File: src/rtl/dmem_arb.sv
// Two-master data-memory arbiter. Grants one access per cycle, bounds
// consecutive grants to MAX_BURST under contention and routes read-valid back.
module dmem_arb #(
  parameter int MAX_BURST = 4
) (
  input  logic        clk,
  input  logic        rst_n,
  input  logic        m0_en,
  input  logic [31:0] m0_addr,
  input  logic [31:0] m0_d,
  input  logic [3:0]  m0_we,
  output logic        m0_gnt,
  output logic [31:0] m0_q,
  output logic        m0_rvalid,
  input  logic        m1_en,
  input  logic [31:0] m1_addr,
  input  logic [31:0] m1_d,
  input  logic [3:0]  m1_we,
  output logic        m1_gnt,
  output logic [31:0] m1_q,
  output logic        m1_rvalid,
  output logic        s_en,
  output logic [31:0] s_addr,
  output logic [31:0] s_d,
  output logic [3:0]  s_we,
  input  logic [31:0] s_q
);

  typedef enum logic [1:0] {
    IDLE = 2'd0,
    OWN0 = 2'd1,
    OWN1 = 2'd2
  } owner_e;

  localparam logic [3:0] MAX_C = 4'(MAX_BURST);

  owner_e     owner_q, owner_d;
  logic [3:0] cnt_q, cnt_d;
  logic       rr_q, rr_d;
  logic       rd_pend_q, rd_pend_d;
  logic       rd_id_q, rd_id_d;
  logic       gnt0_s, gnt1_s;

  // Grant selection from live requests and ownership history.
  always_comb begin
    gnt0_s = 1'b0;
    gnt1_s = 1'b0;
    if (m0_en && m1_en) begin
      case (owner_q)
        OWN0: begin
          if (cnt_q < MAX_C) begin
            gnt0_s = 1'b1;
          end else begin
            gnt1_s = 1'b1;
          end
        end
        OWN1: begin
          if (cnt_q < MAX_C) begin
            gnt1_s = 1'b1;
          end else begin
            gnt0_s = 1'b1;
          end
        end
        default: begin
          if (rr_q) begin
            gnt1_s = 1'b1;
          end else begin
            gnt0_s = 1'b1;
          end
        end
      endcase
    end else if (m0_en) begin
      gnt0_s = 1'b1;
    end else if (m1_en) begin
      gnt1_s = 1'b1;
    end else begin
      gnt0_s = 1'b0;
      gnt1_s = 1'b0;
    end
  end

  // Slave bus mux; address/data forced to zero when idle for determinism.
  always_comb begin
    s_en   = 1'b0;
    s_addr = 32'h0000_0000;
    s_d    = 32'h0000_0000;
    s_we   = 4'b0000;
    if (gnt0_s) begin
      s_en   = 1'b1;
      s_addr = m0_addr;
      s_d    = m0_d;
      s_we   = m0_we;
    end else if (gnt1_s) begin
      s_en   = 1'b1;
      s_addr = m1_addr;
      s_d    = m1_d;
      s_we   = m1_we;
    end else begin
      s_en   = 1'b0;
    end
  end

  // Next-state for ownership, burst count, round-robin and read tracking.
  always_comb begin
    owner_d   = owner_q;
    cnt_d     = cnt_q;
    rr_d      = rr_q;
    rd_pend_d = 1'b0;
    rd_id_d   = rd_id_q;
    if (gnt0_s) begin
      owner_d   = OWN0;
      rr_d      = 1'b1;
      rd_pend_d = (m0_we == 4'b0000);
      rd_id_d   = 1'b0;
      if (owner_q == OWN0) begin
        cnt_d = (cnt_q >= MAX_C) ? MAX_C : cnt_q + 4'd1;
      end else begin
        cnt_d = 4'd1;
      end
    end else if (gnt1_s) begin
      owner_d   = OWN1;
      rr_d      = 1'b0;
      rd_pend_d = (m1_we == 4'b0000);
      rd_id_d   = 1'b1;
      if (owner_q == OWN1) begin
        cnt_d = (cnt_q >= MAX_C) ? MAX_C : cnt_q + 4'd1;
      end else begin
        cnt_d = 4'd1;
      end
    end else begin
      owner_d = IDLE;
      cnt_d   = 4'd0;
    end
  end

  // State registers; reset drops any read in flight.
  always_ff @(posedge clk or negedge rst_n) begin
    if (!rst_n) begin
      owner_q   <= IDLE;
      cnt_q     <= 4'd0;
      rr_q      <= 1'b0;
      rd_pend_q <= 1'b0;
      rd_id_q   <= 1'b0;
    end else begin
      owner_q   <= owner_d;
      cnt_q     <= cnt_d;
      rr_q      <= rr_d;
      rd_pend_q <= rd_pend_d;
      rd_id_q   <= rd_id_d;
    end
  end

  assign m0_gnt    = gnt0_s;
  assign m1_gnt    = gnt1_s;
  assign m0_q      = s_q;
  assign m1_q      = s_q;
  assign m0_rvalid = rd_pend_q && (rd_id_q == 1'b0);
  assign m1_rvalid = rd_pend_q && (rd_id_q == 1'b1);

endmodule

File: config.mk
export PLATFORM = sky130hd
export DESIGN_NAME = dmem_arb
export DESIGN_NICKNAME = d
export VERILOG_FILES = /design/src/rtl/dmem_arb.sv
export SDC_FILE = /design/constraint.sdc
export NUM_CORES = 1
export LEC_CHECK = 0
export BUFFER_PORTS_ARGS = -buffer_cell sky130_fd_sc_hd__buf_2
export CORE_AREA = 2 2 120 122
export CTS_CLUSTER_SIZE = 12
export DETAILED_ROUTE_END_ITERATION = 7
export DIE_AREA = 0 0 122 124
export GPL_TIMING_DRIVEN = 0
export HOLD_SLACK_MARGIN = 0.05
export RECOVER_POWER = 100
export SLEW_MARGIN = 20
export SYNTH_ARGS = -nofsm -noshare
export SYNTH_HDL_FRONTEND = slang
export SYNTH_SLANG_ARGS = --single-unit
File: constraint.sdc
create_clock -name clk -period 2.1 [get_ports clk]
set_input_delay 0.315 -clock clk [delete_from_list [all_inputs] [get_ports clk]]
set_output_delay 0.315 -clock clk [all_outputs]
set_load 0.1 [all_outputs]
* After elaboration in Yosys (flattened, before gate mapping) *
Cells that the tools add are included.
W data, S select, Z words.

storage, ports and cells
  word-level logic and storage cells = 49
  bits in registers = 9
  output and inout bits = 137

cells by class
  muxes and demuxes = 32
  $lt $le $gt $ge = 2
  eq/ne operators = 2
  bitwise logic cells = 1
  reductions and logical operators = 6
  add/sub/neg operators = 1

operator list
  kind                   count
  $mux W32               4
  $mux W4                7
  $mux W1                17
  $logic_not A4 Y1       2
  $add A4 B1 Y4 const B  1
  $ge A4 B3 Y1 const B   1
  $lt A4 B3 Y1 const B   1
  $mux W2                2
  $pmux W1 S2            2
  $logic_and A1 B1 Y1    3
  $eq A2 B1 Y1 const B   1
  $eq A2 B2 Y1 const B   1
  $reduce_bool A2 Y1     1
  $not A1 Y1             1

* Depth between registers and ports, before layout *
Gate-level depths: netlist (run 1).

  depth after elaboration = 6
  depth in mapped cells = 9

* Worst setup path before layout (run 1) *
Ideal clock, no wire load.

  path type = reg-to-reg
  from = register owner_q[0]
  to = register rr_q
  path buffers = 0
  setup time = 0.247 ns
  slack = -1.453 ns
  arrival time = 3.306 ns
  required time = 1.853 ns
  period minus slack after synthesis = 3.553 ns
  stages on the path, launching flop included = 7
  path through = dfrtp_1 -> inv_1 -> ha_1 -> nand2b_1 -> nand2_1 -> o21ai_0 -> o21ai_0

on the way
  cells in the longest elaborated chain, start to end = 4

ends and longest elaborated chain
  what                                          RTL line  source
  start, declared                               37        owner_e owner_q, owner_d;
  start signal, assigned                        145       owner_q <= owner_d;
  $eq A2 B2 Y1 or $eq A2 B1 Y1 (tied branches)  49        case (owner_q)
  $pmux W1 S2 *                                 49
  $mux W1 *                                     48        if (m0_en && m1_en) begin
  named net m1_gnt                              19        output logic m1_gnt,
  $reduce_bool A2 Y1 (no source line) *         --
  end signal, assigned                          147       rr_q <= rr_d;
  end, declared                                 39        logic rr_q, rr_d;

The timed path passes the listed nets; every way through them passes the cells marked *.
A chain may end at the register's enable or synchronous reset.

* Worst setup path after layout (run 1) *
  from = register owner_q[0]
  to = output port s_d[8]

on the way
  cells in the longest elaborated chain, start to end = 5

ends and longest elaborated chain
  what                                          RTL line  source
  $eq A2 B2 Y1 or $eq A2 B1 Y1 (tied branches)  49
  $pmux W1 S2                                   49
  $mux W1                                       48
  $mux W32                                      93        end else if (gnt1_s) begin
  $mux W32 *                                    88        if (gnt0_s) begin
  end, declared                                 24        output logic [31:0] s_d,

Every way passes the cells marked *; elsewhere a longest branch is shown, timed or not.

==> results.tsv, run 1 <==
metric	value	unit
non-filler instance count after layout	684	
Worst-Margin Slew	1171	ps
Area growth syn-to-layout	220.6	%
final period utilization	134.0	%
register area share after synthesis	13.20	%
register area	225.2	um^2
setup ws final	-714.6	ps
unrepaired setup endpoints after global routing	yes	
Synth area leader	a22o_1	
GR Util All Layers	12.26	%
# rows	43	
fmax	355.3	MHz
DIE WIDTH	122	um
1st-pass router iterations	4	
crit end category	output port	
IO Port Bufs	276	
Post-DP Area	3991	um^2
Yosys warning total	0	
post-synthesis average cell area	8.449	um^2
vias per inst	3.956	
Mapped Cells	202	
die area	15130	um^2
clock network power share	4.2	%
initial drt markers	99	
number of synthesized flops with an enable pin	0	
H-tree Lvls	1	
endpoints failing hold	0	
multi-input combinational cell area	1569	um^2
grt ovf	0	
Pint	3.332	mW
maximum fanout along the worst path	10	
TritonCTS clock tree	done	
synthesized net count	379	
# placed instances	658	
max-slew violation count	0	
Clock Latency Late Sink	230	ps
GPL Wtd Cong	0.7825	
Worst Path Required	1780	ps
outcome	finished with violations	
Net Switching	4.746	mW
minimum clock period	2815	ps
CTS buffer count	3	
Fillers	1370	
clock sink count	9	
vias in the first global route	2732	
DRC	0	
routed len/inst	15.65	um
core box area	13720	um^2
switching share of power	58.75	%
pwr/cell area	1477	nW/um^2
I/O pins	309	
most frequent cells after synthesis	68 x a22o_1, 64 x buf_4, 12 x buf_2	
count of cell types in the netlist	31	
share of cells above drive strength 1	78.17	%
top-count cell post-synth	a22o_1	
post-route ant nets	0	
leakage	2.686	nW
asr flop ratio synth	100.0	%
Comb pwr share	92.6	%
Primary FF master, synth	dfrtp_1	
max_slew headroom	22.30	%
first-pass GRT wire length	14.52	mm
crit start category	flop	
Synth top area share	34.90	%
Min Hold Slack	424.8	ps
Vias	2706	
Tot Pwr	8.079	mW
Layout Skew	1.909	ps
DP HPWL	8.319	mm
critical path arrival	2500	ps
worst hold path type	in2reg	
Post-Route WL	10.71	mm
Max Buffers Root-to-Sink	2	
Setup violations, final	71	
setup_tns	-44440	ps
sequential power share	3.2	%
Max-Cap Viols	0	
Max IR drop VDD	0.7679	mV
failing checks	negative setup slack	
Initial Util	12.44	%
Post-Syn Area	1707	um^2
ANT cells	0	
Layout Utilization	39.88	%
Post-Place Setup Slack	-914.6	ps
height of the die	124	um
critical path class	reg2out	
Post-Layout Inst Area	5472	um^2
largest net degree at the start of global routing	12	
flops & latches, synth	9	
nets	682	
Area contributors post-synth	a22o_1 35%, buf_4 28%, dfrtp_1 13%	
initial antenna violation count	1	
CTS root buffer	clkbuf_16	
Worst-path clk slew	40	ps
kinds of logic (layout without fill, tap and decap cells):
kind of cell / Yosys count / count (layout) / synth area share, %
buf+inv: 84 / 386 / 34.38
fa+ha+maj: 5 / 5 / 3.666
compound gates: 83 / 83 / 41.72
flops: 9 / 9 / 13.20
other cells: 1 / 1 / 0.2197
simple gates: 20 / 20 / 6.818
layout by cell type (no fill, tap or decap), drive strengths merged:
cell	n
o21ai	3
ha	5
nand2	4
dfrtp	9
o21a	2
conb	1
o211ai	1
o2111a	1
a21oi	3
nor2b	2
or4	2
nor4	1
dlygate4sd3	1
nand3	1
inv	6
o2111ai	1
a211oi	1
nand2b	2
a2111oi	1
and2	1
or4b	1
a22o	68
clkbuf	72
nor2	2
buf	307
nor3	4
a21o	1
a221o	1
cell type report:
type / instances / share of cell area, %
timing repair buffer: 299 / 48.39
clock buffer: 4 / 1.441
buffer: 77 / 12.71
multi-input combinational: 109 / 28.68
sequential: 9 / 4.116
inverter: 6 / 0.5488
tap: 180 / 4.116
power by group through the flow:
| stage | registers [mW] | clock network, mW | logic, mW |
|---|---|---|---|
| after floorplan | 0.252 | 0 | 4.79 |
| after global placement | 0.259 | 0 | 5.52 |
| after detailed placement | 0.260 | 0 | 5.53 |
| after CTS | 0.260 | 0.346 | 7.11 |
| after global routing | 0.269 | 0.358 | 7.68 |
| final | 0.261 | 0.338 | 7.48 |
flip-flops by register name, summed over array words and instances, names as in the netlist:
name	count
cnt_q	4
owner_q	2
rd_id_q	1
rd_pend_q	1
rr_q	1
critical path, cell delays in order (launching register included):
cell       delay [ps]
dfrtp_1           400
inv_2              90
ha_4              210
or4b_4            510
o2111ai_4         130
o21ai_4           110
buf_12            150
buf_6             120
buf_12            140
a22o_4            230
buf_12            160
routing by layer:
metal	up-vias	track usage, %	wire (um)
li1	1303	-	-
met1	1261	14.84	3847
met2	134	23.11	6010
met3	6	2.244	719
met4	2	1.437	114
met5	-	0	13
path summary, 6_finish.rpt:
check                      slack [ps]  cells after the start    endpoint       start
setup / recovery                 -710                     10      s_d[8]  owner_q[0]
hold / removal                    420                      3    cnt_q[1]       m0_en
setup reg to reg                 -290                     10    cnt_q[0]  owner_q[0]
hold reg to reg                   500                      1     rd_id_q     rd_id_q
max in group asynchronous        1180                      2  owner_q[1]       rst_n
min in group asynchronous         570                      2     rd_id_q       rst_n
what timing repair did:
action                                  in CTS  in global routing
gates cloned                                 2                  1
buffers inserted                            11                  9
pin swaps                                    8                  6
endpoints found under the setup margin      74                 72
hold buffers                                 1                  0
hold endpoints to repair                     9                  0
resized for setup                          282                 45
No activity file was read; power rests on OpenSTA's default activity.
==> run 2, diff against run 1 <==
==> constraint.sdc (replaced) <==
create_clock -name clk -period 2.8 [get_ports clk]
set_input_delay 0 -clock clk [delete_from_list [all_inputs] [get_ports clk]]
set_output_delay 0 -clock clk [all_outputs]
set_load 0.1 [all_outputs]
==> run 2 against run 1 <==
The flow now finishes without violations. Total power down 45%. Critical path depth down 1. Register-to-register slack better by 930 ps.
==> results.tsv, run 2 (same netlist as run 1, synthesis figures left out) <==
metric	value	unit
Post-Route WL	10.07	mm
non-filler instance count after layout	664	
largest net degree at the start of global routing	12	
initial drt markers	72	
1st-pass router iterations	4	
CP Cell Sequence	inv_1 > ha_1 > or4b_4 > o2111ai_2 > nand2_2 > inv_4 > buf_2 > a22o_1 > buf_4	
vias in the first global route	2176	
Reg with most FFs	cnt_q	
critical path arrival	2680	ps
H-tree Lvls	1	
hold_sp	m0_en	
max-slew violation count	0	
Initial Util	12.44	%
IO Port Bufs	276	
wl on met1	3.831	mm
Post-Layout Inst Area	3597	um^2
DP HPWL	8.904	mm
Worst Path Required	2800	ps
outcome	complete, no violations	
nets	662	
switching share of power	72.32	%
Crit-path slowest cell	or4b_4	
worst hold path type	in2reg	
Layout Utilization	26.22	%
Worst-Margin Slew	1188	ps
hold depth	3	
Vias	2570	
DIE WIDTH	122	um
R2R Setup Slk	640	ps
GPL Wtd Cong	0.8010	
routed len/inst	15.16	um
commonest non-fill, non-tap cell in the layout	buf_2	
length in cells of the worst reg-to-reg path	7	
Area growth syn-to-layout	110.8	%
Setup violations, final	0	
share of cells above drive strength 1	63.22	%
worst hold endpoint	cnt_q[2]	
initial antenna violation count	0	
CP max stage delay	510	ps
fmax	373.4	MHz
uppermost layer routed	met4	
Worst-path clk slew	40	ps
# placed instances	658	
post-route ant nets	0	
leakage	1.952	nW
Net Switching	3.198	mW
most frequent cells in the layout	153 x buf_2, 111 x buf_4, 68 x clkbuf_1	
DR WL met2	5.354	mm
WL met3	838	um
multi-input combinational cell area	917.1	um^2
Clock Latency Late Sink	240	ps
reg-to-reg critical path startpoint	owner_q[0]	
Tot Pwr	4.422	mW
R2R Path End	rd_pend_q	
die area	15130	um^2
Crit path max-delay family	buffers and inverters	
crit end category	output port	
Pint	1.224	mW
pwr/cell area	1229	nW/um^2
Fillers	1566	
sequential power share	4.3	%
TritonCTS clock tree	done	
# rows	43	
max_slew headroom	21.12	%
grt ovf	0	
CTS root buffer	clkbuf_16	
Layout Skew	4.476	ps
vias per inst	3.870	
core box area	13720	um^2
register area	225.2	um^2
largest registers	cnt_q (4), owner_q (2)	
Max-Cap Viols	0	
GR Util All Layers	11.19	%
Max Buffers Root-to-Sink	2	
clock sink count	9	
first-pass GRT wire length	12.64	mm
ANT cells	0	
critical path class	reg2out	
crit start category	flop	
CTS buffer count	3	
I/O pins	309	
clock network power share	5.8	%
Post-DP Area	3328	um^2
minimum clock period	2678	ps
Max IR drop VDD	0.6858	mV
Min Hold Slack	110.7	ps
height of the die	124	um
max reg flops	4	
DRC	0	
final period utilization	95.64	%
Comb pwr share	89.9	%
Crit. path cell count	9	
maximum fanout along the worst path	10	
endpoints failing hold	0	
Worst Path Buf+Inv	4	
run 2: cell types whose count changed in the layout (fill, tap and decap cells not counted), sizes merged:
cell and change:
buf -25, clkbuf +5
run 2: worst max-delay path by stage:
stage / startpoint / end
2_1_floorplan: owner_q[0] / cnt_q[0]
3_3_place_gp: owner_q[0] / s_d[31]
3_5_place_dp: owner_q[0] / s_we[0]
4_1_cts: owner_q[0] / s_d[0]
5_1_grt: owner_q[0] / s_d[0]
6_report: owner_q[0] / s_d[14]
run 2: per-stage QoR:
step	setup WS [ps]	TNS, ps
finish	122.2	0
global route	-11.73	-46.61
CTS	5.333	0
detailed placement	111.0	0
global placement	110.3	0
floorplan	89.72	0
run 2: cell type report:
cell class / count / area share, %
tap: 180 / 6.261
clock buffer: 4 / 2.191
timing repair buffer: 278 / 43.44
buffer: 78 / 15.65
sequential: 9 / 6.261
inverter: 6 / 0.6957
multi-input combinational: 109 / 25.50
run 2: worst reg2reg max path, stage by stage, from the launching register on:
cell,delay (ps)
dfrtp_1,360
inv_1,70
ha_1,370
or4b_4,510
o2111ai_2,160
o21ai_4,170
buf_2,220
a21o_1,170
run 2: repair_timing:
action / 4_1_cts / 5_1_grt
endpoints found under the hold margin: 9 / 0
setup endpoints to repair: 68 / 47
gates resized for setup: 63 / 27
setup buffers: 0 / 1
pin swaps: 0 / 0
hold buffers: 1 / 0
run 2: routing by layer:
metal | GRT usage [%] | vias up
met4 | 1.221 | 0
li1 | - | 1261
met5 | 0 | -
met1 | 13.59 | 1138
met2 | 21.19 | 167
met3 | 1.923 | 4
run 2: power groups by stage:
stage | Sequential (mW) | Combinational [mW] | Clock, mW
3_5_place_dp | 0.192 | 3.74 | 0
6_report | 0.192 | 3.98 | 0.255
2_1_floorplan | 0.186 | 3.14 | 0
5_1_grt | 0.196 | 4.09 | 0.269
4_1_cts | 0.192 | 3.92 | 0.258
3_3_place_gp | 0.191 | 3.75 | 0
